## config.mk

```make
export PLATFORM = sky130hd
export DESIGN_NAME = load_store_unit
export DESIGN_NICKNAME = d
export VERILOG_FILES = /design/src/rtl/lsu_pkg.sv /design/src/rtl/lsu_lane_align.sv /design/src/rtl/load_store_unit.sv
export SDC_FILE = /design/constraint.sdc
export NUM_CORES = 1
export LEC_CHECK = 0
export CAP_MARGIN = 10
export CORE_MARGIN = 1
export CORE_UTILIZATION = 45
export CTS_CLUSTER_DIAMETER = 80
export DETAILED_ROUTE_END_ITERATION = 6
export MAX_ROUTING_LAYER = met4
export PLACE_DENSITY = 0.8
export SLEW_MARGIN = 40
export SYNTH_ARGS = -nofsm -noshare
export SYNTH_HDL_FRONTEND = slang
export SYNTH_SLANG_ARGS = --single-unit
```

## constraint.sdc

```tcl
create_clock -name clk -period 4.38 [get_ports clk]
set_input_delay 0.438 -clock clk [delete_from_list [all_inputs] [get_ports clk]]
set_output_delay 0.438 -clock clk [all_outputs]
set_load 0.02 [all_outputs]
```

## src/rtl/lsu_pkg.sv

```systemverilog
// +----------------------------------------------------------------------+
// | lsu_pkg                                                              |
// | Shared size encodings, FSM states and lane helpers for the LSU.      |
// | Revision: 1.0                                                        |
// +----------------------------------------------------------------------+
`default_nettype none

package lsu_pkg;

  localparam logic [1:0] SZ_BYTE = 2'b00;
  localparam logic [1:0] SZ_HALF = 2'b01;
  localparam logic [1:0] SZ_WORD = 2'b10;

  localparam int LANE_W = 8;
  localparam int HALF_W = 16;

  typedef enum logic [2:0] {
    S_IDLE   = 3'd0,
    S_LD     = 3'd1,
    S_ST     = 3'd2,
    S_RMW_RD = 3'd3,
    S_RMW_WR = 3'd4,
    S_FIN    = 3'd5
  } lsu_state_t;

  // Big-endian lanes: offset 0 is the most significant byte/half.
  function automatic logic [4:0] lane_shift(input logic [1:0] size, input logic [1:0] offset);
    logic [4:0] sh;
    sh = 5'd0;
    if (size == SZ_BYTE)
      sh = {~offset, 3'b000};
    else if (size == SZ_HALF)
      sh = {~offset[1], 4'b0000};
    return sh;
  endfunction

endpackage

`default_nettype wire

```

## src/rtl/lsu_lane_align.sv

```systemverilog
// +----------------------------------------------------------------------+
// | lsu_lane_align                                                       |
// | Load lane extraction/extension and sub-word store merge.             |
// | Revision: 1.0                                                        |
// +----------------------------------------------------------------------+
`default_nettype none

module lsu_lane_align
  import lsu_pkg::*;
(
  input  logic [1:0]  size,
  input  logic        sign_ext,
  input  logic [1:0]  offset,
  input  logic [31:0] rdata,
  input  logic [31:0] merge_word,
  input  logic [15:0] store_lo,
  output logic [31:0] load_value,
  output logic [31:0] merged_word
);

  logic [4:0]  w_shift;
  logic [7:0]  w_byte;
  logic [15:0] w_half;
  logic [31:0] w_mask;
  logic [31:0] w_ins;

  always_comb begin
    w_shift = lane_shift(size, offset);
    w_byte  = rdata[w_shift +: LANE_W];
    w_half  = rdata[w_shift +: HALF_W];
    case (size)
      SZ_BYTE: begin
        load_value = {{24{sign_ext & w_byte[7]}}, w_byte};
        w_mask     = 32'h0000_00FF << w_shift;
        w_ins      = {24'h0, store_lo[7:0]} << w_shift;
      end
      SZ_HALF: begin
        load_value = {{16{sign_ext & w_half[15]}}, w_half};
        w_mask     = 32'h0000_FFFF << w_shift;
        w_ins      = {16'h0, store_lo} << w_shift;
      end
      default: begin
        load_value = rdata;
        w_mask     = 32'h0;
        w_ins      = 32'h0;
      end
    endcase
    merged_word = (merge_word & ~w_mask) | w_ins;
  end

endmodule

`default_nettype wire

```

## src/rtl/load_store_unit.sv

```systemverilog
// +----------------------------------------------------------------------+
// | load_store_unit                                                      |
// | Byte/half/word loads and stores onto a word-addressed memory.        |
// | Option: define LSU_MISALIGN_TRAP_EN to trap misaligned half/word.    |
// | Revision: 1.0                                                        |
// +----------------------------------------------------------------------+
`default_nettype none

module load_store_unit
  import lsu_pkg::*;
#(
  parameter int ADDR_W = 32,
  parameter int DATA_W = 32
) (
  input  logic              clk,
  input  logic              reset,
  input  logic              req_valid,
  output logic              req_ready,
  input  logic              mem_read_in,
  input  logic              mem_write_in,
  input  logic [1:0]        size,
  input  logic              sign_ext,
  input  logic [ADDR_W-1:0] address,
  input  logic [DATA_W-1:0] store_data,
  output logic [DATA_W-1:0] load_data,
  output logic              done,
  output logic              err,
  output logic              busy,
  output logic              mem_read,
  output logic              mem_write,
  output logic [ADDR_W-1:0] mem_address,
  output logic [DATA_W-1:0] mem_wdata,
  input  logic [DATA_W-1:0] mem_rdata
);

  lsu_state_t        r_state;
  logic [ADDR_W-1:0] r_addr;
  logic [1:0]        r_size;
  logic              r_sign;
  logic              r_err;
  logic [DATA_W-1:0] r_wdata;
  logic [DATA_W-1:0] r_merge;
  logic [DATA_W-1:0] r_load_data;

  logic              w_is_load;
  logic              w_conflict;
  logic              w_half;
  logic              w_misalign;
  logic [ADDR_W-1:0] w_addr_in;
  logic [DATA_W-1:0] w_load_value;
  logic [DATA_W-1:0] w_merged;

  assign w_is_load  = mem_read_in & ~mem_write_in;
  assign w_conflict = ~(mem_read_in ^ mem_write_in);
  assign w_half     = (size == SZ_HALF);

`ifdef LSU_MISALIGN_TRAP_EN
  // size[1] covers both the word and the reserved encoding.
  assign w_misalign = (w_half & address[0]) | (size[1] & (|address[1:0]));
  assign w_addr_in  = address;
`else
  assign w_misalign = 1'b0;
  assign w_addr_in  = {address[ADDR_W-1:2],
                       size[1] ? 2'b00 : (w_half ? {address[1], 1'b0} : address[1:0])};
`endif

  lsu_lane_align u_align (
    .size        (r_size),
    .sign_ext    (r_sign),
    .offset      (r_addr[1:0]),
    .rdata       (mem_rdata),
    .merge_word  (r_merge),
    .store_lo    (r_wdata[15:0]),
    .load_value  (w_load_value),
    .merged_word (w_merged)
  );

  always_ff @(posedge clk or posedge reset) begin
    if (reset) begin
      r_state     <= S_IDLE;
      r_addr      <= '0;
      r_size      <= 2'b00;
      r_sign      <= 1'b0;
      r_err       <= 1'b0;
      r_wdata     <= '0;
      r_merge     <= '0;
      r_load_data <= '0;
    end else begin
      case (r_state)
        S_IDLE: begin
          if (req_valid) begin
            r_addr  <= w_addr_in;
            r_size  <= size;
            r_sign  <= sign_ext;
            r_wdata <= store_data;
            r_err   <= w_conflict | w_misalign;
            if (w_conflict | w_misalign)
              r_state <= S_FIN;
            else if (w_is_load)
              r_state <= S_LD;
            else if (size[1])
              r_state <= S_ST;
            else
              r_state <= S_RMW_RD;
          end
        end
        S_LD: begin
          r_load_data <= w_load_value;
          r_state     <= S_FIN;
        end
        S_ST:     r_state <= S_FIN;
        S_RMW_RD: begin
          r_merge <= mem_rdata;
          r_state <= S_RMW_WR;
        end
        S_RMW_WR: r_state <= S_FIN;
        S_FIN:    r_state <= S_IDLE;
        default:  r_state <= S_IDLE;
      endcase
    end
  end

  // Memory strobes come purely from the state register, so an async reset
  // removes them within the same cycle.
  always_comb begin
    req_ready   = (r_state == S_IDLE);
    busy        = ~req_ready;
    mem_read    = (r_state == S_LD) || (r_state == S_RMW_RD);
    mem_write   = (r_state == S_ST) || (r_state == S_RMW_WR);
    mem_address = {r_addr[ADDR_W-1:2], 2'b00};
    mem_wdata   = '0;
    if (r_state == S_ST)
      mem_wdata = r_wdata;
    else if (r_state == S_RMW_WR)
      mem_wdata = w_merged;
    done        = (r_state == S_FIN);
    err         = (r_state == S_FIN) & r_err;
    load_data   = r_load_data;
  end

endmodule

`default_nettype wire

```

==> results of run 1 <==
==> power breakdown <==
group,total [mW],internal [mW],switching (mW)
registers,2.45,1.89,0.563
logic,3.67,1.76,1.91
clock network,1.36,0.853,0.511
total,7.49,4.50,2.98
==> flip-flops by register name, summed over array words and instances, names as in the netlist <==
register   cells
r_sign         1
r_size         2
r_addr        32
r_merge       32
r_state        3
r_wdata       32
r_err          1
load_data     32
==> tightest hold or removal path, cell delays in order (launching register included) <==
cell and delay [ns]:
dfrtp_1 0.35, nand2_1 0.05, o21ai_0 0.06
==> cell type report <==
type,instances,area [sq um],area share
multi-input cells,414,2920,0.316
flip-flops and latches,135,3380,0.366
repair buffers,210,2100,0.227
well taps,184,230,0.0249
clock inverters,7,67.6,0.00731
clock buffers,25,505,0.0547
inverters,10,42.5,0.00460
==> metal layers <==
metal / vias to the layer above / share of wire / GRT usage
met4: 0 / 0.022 / 0.0882
met1: 2675 / 0.43 / 0.352
met2: 249 / 0.48 / 0.426
met5: - / 0 / -
li1: 2517 / - / -
met3: 35 / 0.068 / 0.0496
==> path summary, 6_finish.rpt <==
kind,start,endpoint,slack [ns],cells after the start
setup / recovery,r_size[1]$_DFFE_PP0P_,mem_wdata[18],0.76,5
hold / removal,load_data[0]$_DFFE_PP0N_,load_data[0]$_DFFE_PP0N_,0.50,2
setup reg to reg,r_state[1]$_DFFE_PP0P_,r_wdata[25]$_DFFE_PP0P_,2.00,4
hold reg to reg,load_data[0]$_DFFE_PP0N_,load_data[0]$_DFFE_PP0N_,0.50,2
max in group asynchronous,reset,r_wdata[20]$_DFFE_PP0P_,2.96,3
min in group asynchronous,reset,r_wdata[17]$_DFFE_PP0P_,0.54,2
==> metrics by stage <==
stage,hold slack [ns],power (mW)
2_1_floorplan,0.472,4.81
3_3_place_gp,0.490,5.97
3_5_place_dp,0.481,6.10
4_1_cts,0.498,7.50
5_1_grt,0.512,7.91
6_report,0.501,7.49
==> cells by family after synthesis <==
family          after synthesis
other cells                   1
simple gates                177
flops                       135
compound gates              121
mux                         112
buf+inv                      85
fa+ha+maj                     2
==> cell usage in the layout, fill, tap and decap left out, types with 3 or more instances in the layout <==
cell | synthesis | final
a222oi_1 | 6 | 6
clkinvlp_4 | 0 | 3
a21oi_1 | 19 | 19
clkbuf_16 | 0 | 17
a22o_1 | 8 | 8
mux2_2 | 101 | 101
o21ai_0 | 46 | 46
inv_1 | 10 | 9
a221oi_1 | 8 | 8
mux2i_1 | 10 | 10
clkbuf_8 | 0 | 5
clkdlybuf4s50_1 | 0 | 203
dfrtp_1 | 135 | 133
buf_4 | 37 | 5
clkbuf_1 | 14 | 3
nand2b_1 | 4 | 4
nand2_1 | 94 | 94
o22ai_1 | 7 | 7
nor2_1 | 39 | 39
clkinv_2 | 0 | 3
nand3_1 | 19 | 19
o221ai_1 | 17 | 17
==> results.ini, run 1 <==
[clock_network]
cts-root-buf = clkbuf_16
path_clk_slew_ns = 0.06
postCtsSetupBuffers = 0
htree_levels = 4
cts_resized = 0
cts_tree = done
ctsHoldBuffers = 0
clock_path_buffers = 2
cts_buffers = 17
clock_latency_ns = 0.42
cts.sinks = 135

[synth]
yosysMostFrequentCell = dfrtp_1
yosys_warnings = 0
muxShareOfSynthArea = 0.185
synth_top_family_by_area = multiplexers
async_flop_share = 1.00
synth_edf_count = 0
yosysTopAreaCell = dfrtp_1
yosysTopAreaCellShare = 0.496
synthXorXnorAreaFrac = 0
synth_seq_cells = 135
synth_compound_area_frac = 0.118
syn_avg_cell_area_sq_um = 10.8
syn_inst = 633
ys_seq_area_frac = 0.496
ys_top_cells_by_count = dfrtp_1 (135), mux2_2 (101), nand2_1 (94)
synthSimpleGateAreaFrac = 0.119
synth.area.top_cells = dfrtp_1 (50%), mux2_2 (17%), nand2_1 (5.2%)
synth_fa_ha_area_frac = 0.00367
synthFlopType = dfrtp_1
ys_types = 45
syn-cell-area_sq_mm = 0.00682

[timing]
post-route-period-util = 0.827
setup_tns_ns = 0
setup_ws_ns = 0.757
fin_skew_ns = 0.00763
slew_viol_final = 0
setup_viol = 0
slew_headroom = 0.491
worst_slew_pin_slew_ns = 0.762
rsz0062_at_grt = false
period_needed_ns = 3.62
report.final.hold_viol_count = 0
fmax_ghz = 0.276

[setup_path]
crit_path_max_incr_delay_ns = 0.68
worst-setup-path-type = reg -> out
cp_data_required_time_ns = 3.94
cp_max_fo = 25
crit_buf_inv = 1
cpMaxStageDelayCell = clkdlybuf4s50_1
cp_top_family = simple AND/OR/NAND/NOR gates
worstPathArrival_ns = 3.19
end_kind = output port
crit_path_cell_trace = nor2_1 -> nand2b_1 -> mux2i_1 -> o21ai_0 -> clkdlybuf4s50_1
cp-start-kind = flop

[routing]
vias = 5476
drt-total-wl_microns = 19800
wire_per_inst_microns = 20.1
vias_per_cell = 5.56
first_pass_iters = 7
route.detailed.drc = 20
first_iter_violations = 513
ant_nets = 0

[global_routing]
grt_first_pass_wirelength_microns = 31200
track_usage = 0.270
grt_max_degree = 75
overflow = 0
antenna_found_initial = 0
grt_pass1_vias = 5555

[cells_and_area]
fillers = 1165
final_core_util = 0.631
area_growth_syn_to_layout_pct = 35.6
finalInstanceArea_sq_mm = 0.00925
drive_gt1_frac = 0.190
finish.net_count = 894
antenna_cells = 0
layoutNonFillerInstCount = 985

[outcome]
violations = design-rule violations
status = finished, violations left

[place]
hpwl_microns = 14600
place_area_sq_mm = 0.00866
dpl_worst_slack_ns = 1.11
place_congestion = 0.910
portBuffers = 203
dp.cells = 953

[floorplan]
die_w_microns = 125
die_area_sq_mm = 0.0156
coreArea_sq_mm = 0.0146
boundaryPins = 206
core.rowCount = 44
fp.dieH_microns = 125
start_util = 0.465

[power]
p_leak_nw = 3.84
vdd_drop_max_mv = 0.427
powerDensity_mw_per_mm2 = 810

[flow_run]
maxCapViolations = 0

[hold_path]
hp-class = reg -> reg

Power figures use the tool's default switching activity.
==> run 2, diff against run 1 <==
--- a/config.mk
+++ b/config.mk
@@ -7,7 +7,7 @@
 export LEC_CHECK = 0
 export CAP_MARGIN = 10
 export CORE_MARGIN = 1
-export CORE_UTILIZATION = 45
+export CORE_UTILIZATION = 43
 export CTS_CLUSTER_DIAMETER = 80
 export DETAILED_ROUTE_END_ITERATION = 6
 export MAX_ROUTING_LAYER = met4
==> constraint.sdc (replaced) <==
create_clock -name clk -period 3.32 [get_ports clk]
set_input_delay 0.332 -clock clk [delete_from_list [all_inputs] [get_ports clk]]
set_output_delay 0.332 -clock clk [all_outputs]
set_load 0.02 [all_outputs]
==> run 2 against run 1 <==
  * The run now ends clean
  * Wire length shrank 1.3%
  * Setup slack lost 0.57 ns
  * Critical endpoint is now mem_wdata[2]
  * Sequential share of layout area shrank 0.44 points
  * Total power grew 34%
  * Sequential cell count is the same
  * Via count is essentially flat
  * Non-clock buffer count grew 5
  * Worst hold slack lost 0.030 ns
  * Sequential power grew 29%
  * Count of clock-buffer cells in the layout shrank 5
  * First-iteration DRC count grew 7.8%
==> results.ini, run 2 (synthesis results as in run 1) <==
[outcome]
status = complete, no violations  ; was finished, violations left

[setup_path]
end_kind = output port  ; unchanged
worst-setup-path-type = reg -> out  ; unchanged
cp_data_required_time_ns = 2.99  ; was 3.94 ns
cpMaxStageDelayCell = clkdlybuf4s50_1  ; unchanged
cp-start-kind = flop  ; unchanged
cp_max_fo = 11  ; was 25
crit_path_max_incr_delay_ns = 0.61  ; was 0.68 ns
worstPathArrival_ns = 2.80  ; was 3.19 ns
crit_path_cell_trace = or3b_1 -> nor2_2 -> a22o_1 -> clkdlybuf4s50_1  ; was nor2_1 -> nand2b_1 -> mux2i_1 -> o21ai_0 -> clkdlybuf4s50_1

[floorplan]
die_w_microns = 128  ; was 125 microns
fp.dieH_microns = 128  ; was 125 microns
die_area_sq_mm = 0.0164  ; was 0.0156 sq mm
coreArea_sq_mm = 0.0153  ; was 0.0146 sq mm
boundaryPins = 206  ; unchanged
start_util = 0.445  ; was 0.465
core.rowCount = 45  ; was 44

[routing]
route.detailed.drc = 0  ; was 20
first_pass_iters = 7  ; unchanged
ant_nets = 0  ; unchanged
wire_per_inst_microns = 19.2  ; was 20.1 microns
vias = 5471  ; was 5476
vias_per_cell = 5.38  ; was 5.56
drt-total-wl_microns = 19600  ; was 19800 microns
first_iter_violations = 553  ; was 513

[place]
dpl_worst_slack_ns = 0.651  ; was 1.11 ns
place_congestion = 0.879  ; was 0.910
hpwl_microns = 14000  ; was 14600 microns
portBuffers = 203  ; unchanged

[clock_network]
clock_latency_ns = 0.42  ; about the same
cts_tree = done  ; unchanged
path_clk_slew_ns = 0.06  ; about the same
cts_buffers = 17  ; unchanged
clock_path_buffers = 2  ; unchanged
cts-root-buf = clkbuf_16  ; unchanged
htree_levels = 4  ; unchanged
cts.sinks = 135  ; unchanged

[timing]
report.final.hold_viol_count = 0  ; unchanged
setup_viol = 0  ; unchanged
fmax_ghz = 0.319
setup_ws_ns = 0.188  ; was 0.757 ns
setup_tns_ns = 0  ; unchanged
rsz0062_at_grt = false  ; unchanged
post-route-period-util = 0.943
worst_slew_pin_slew_ns = 0.741  ; was 0.762 ns
period_needed_ns = 3.13
slew_viol_final = 0  ; unchanged
slew_headroom = 0.506  ; was 0.491
fin_skew_ns = 0.00677  ; was 0.00763 ns

[flow_run]
maxCapViolations = 0  ; unchanged

[cells_and_area]
final_core_util = 0.611  ; was 0.631
antenna_cells = 0  ; unchanged
final_cell_mix = clkdlybuf4s50_1 (203), dfrtp_1 (135), mux2_2 (101)  ; was clkdlybuf4s50_1 (203), dfrtp_1 (133), mux2_2 (101)
area.sequential_sq_mm = 0.00338  ; about the same
final_common_cell = clkdlybuf4s50_1  ; unchanged
multiInputGateArea_sq_mm = 0.00292  ; about the same
area_growth_syn_to_layout_pct = 37.2  ; was 35.6%
drive_gt1_frac = 0.196  ; was 0.190
fillers = 1285  ; was 1165
finish.net_count = 899  ; was 894

[power]
p_leak_nw = 3.88  ; was 3.84 nW
power.total_mw = 10.0  ; was 7.49 mW
powerDensity_mw_per_mm2 = 1070  ; was 810 mW/mm^2
vdd_drop_max_mv = 0.523  ; was 0.427 mV

[global_routing]
grt_first_pass_wirelength_microns = 30300  ; was 31200 microns
overflow = 0  ; unchanged
antenna_found_initial = 0  ; unchanged
track_usage = 0.257  ; was 0.270
grt_pass1_vias = 5388  ; was 5555
grt_max_degree = 136  ; was 75

[hold_path]
hp-class = in -> reg  ; was reg -> reg

## run 2: cell count changes in the layout (fill, tap and decap cells not counted), moves of 2 or more
cell / change
clkbuf_1: -2
clkbuf_8: -3
dfrtp_2: -2
buf_4: +5
dfrtp_1: +2
bufinv_16: +2
## run 2: routing by layer
metal | vias to the layer above | GRT usage | share of wire
met4 | 0 | 0.113 | 0.031
li1 | 2524 | - | -
met3 | 46 | 0.0580 | 0.069
met1 | 2659 | 0.329 | 0.43
met2 | 242 | 0.391 | 0.47
met5 | - | - | 0
## run 2: power breakdown
| part | internal (mW) | leakage [nW] | switching, mW |
|---|---|---|---|
| clock network | 1.22 | 0.292 | 0.718 |
| logic | 2.36 | 1.98 | 2.57 |
| registers | 2.49 | 1.61 | 0.665 |
| total | 6.07 | 3.88 | 3.95 |
## run 2: critical path, delay by kind of cell (launching register included)
kind	cells	cell delay, ns
buffers and inverters	1	0.61
and+or+nand+nor	2	0.99
DFF	1	0.57
AOI/OAI and AO/OA	1	0.21
## run 2: path summary, 6_finish.rpt
kind	startpoint	end	slack [ns]	cells after the start
worst max-delay path	r_state[2]$_DFFE_PP0P_	mem_wdata[2]	0.19	4
min in group asynchronous	reset	r_addr[28]$_DFFE_PP0P_	0.50	3
worst max register to register	r_state[1]$_DFFE_PP0P_	r_wdata[29]$_DFFE_PP0P_	1.05	4
worst min register to register	load_data[1]$_DFFE_PP0N_	load_data[1]$_DFFE_PP0N_	0.49	2
worst min-delay path	store_data[15]	r_wdata[15]$_DFFE_PP0P_	0.47	3
max in group asynchronous	reset	load_data[22]$_DFFE_PP0N_	2.29	3
## run 2: stage by stage
step,cell area (sq um),hold WS [ns],instances
after floorplan,6820,0.449,634
after global placement,8740,0.466,985
after detailed placement,8740,0.477,985
after CTS,9350,0.466,1017
after global routing,9350,0.501,1017
final,9350,0.471,1017
## run 2: final cells by class
cell class / instances / area share
multi-input combinational: 414 / 0.312
sequential: 135 / 0.361
clock inverter: 12 / 0.0161
clock buffer: 20 / 0.0488
timing repair buffer: 215 / 0.230
inverter: 10 / 0.00441
tap: 211 / 0.0282
## run 2: what timing repair did
item,4_1_cts,5_1_grt
setup endpoints to repair,0,1
resized for setup,0,1
setup buffers,0,0
hold buffers,0,0
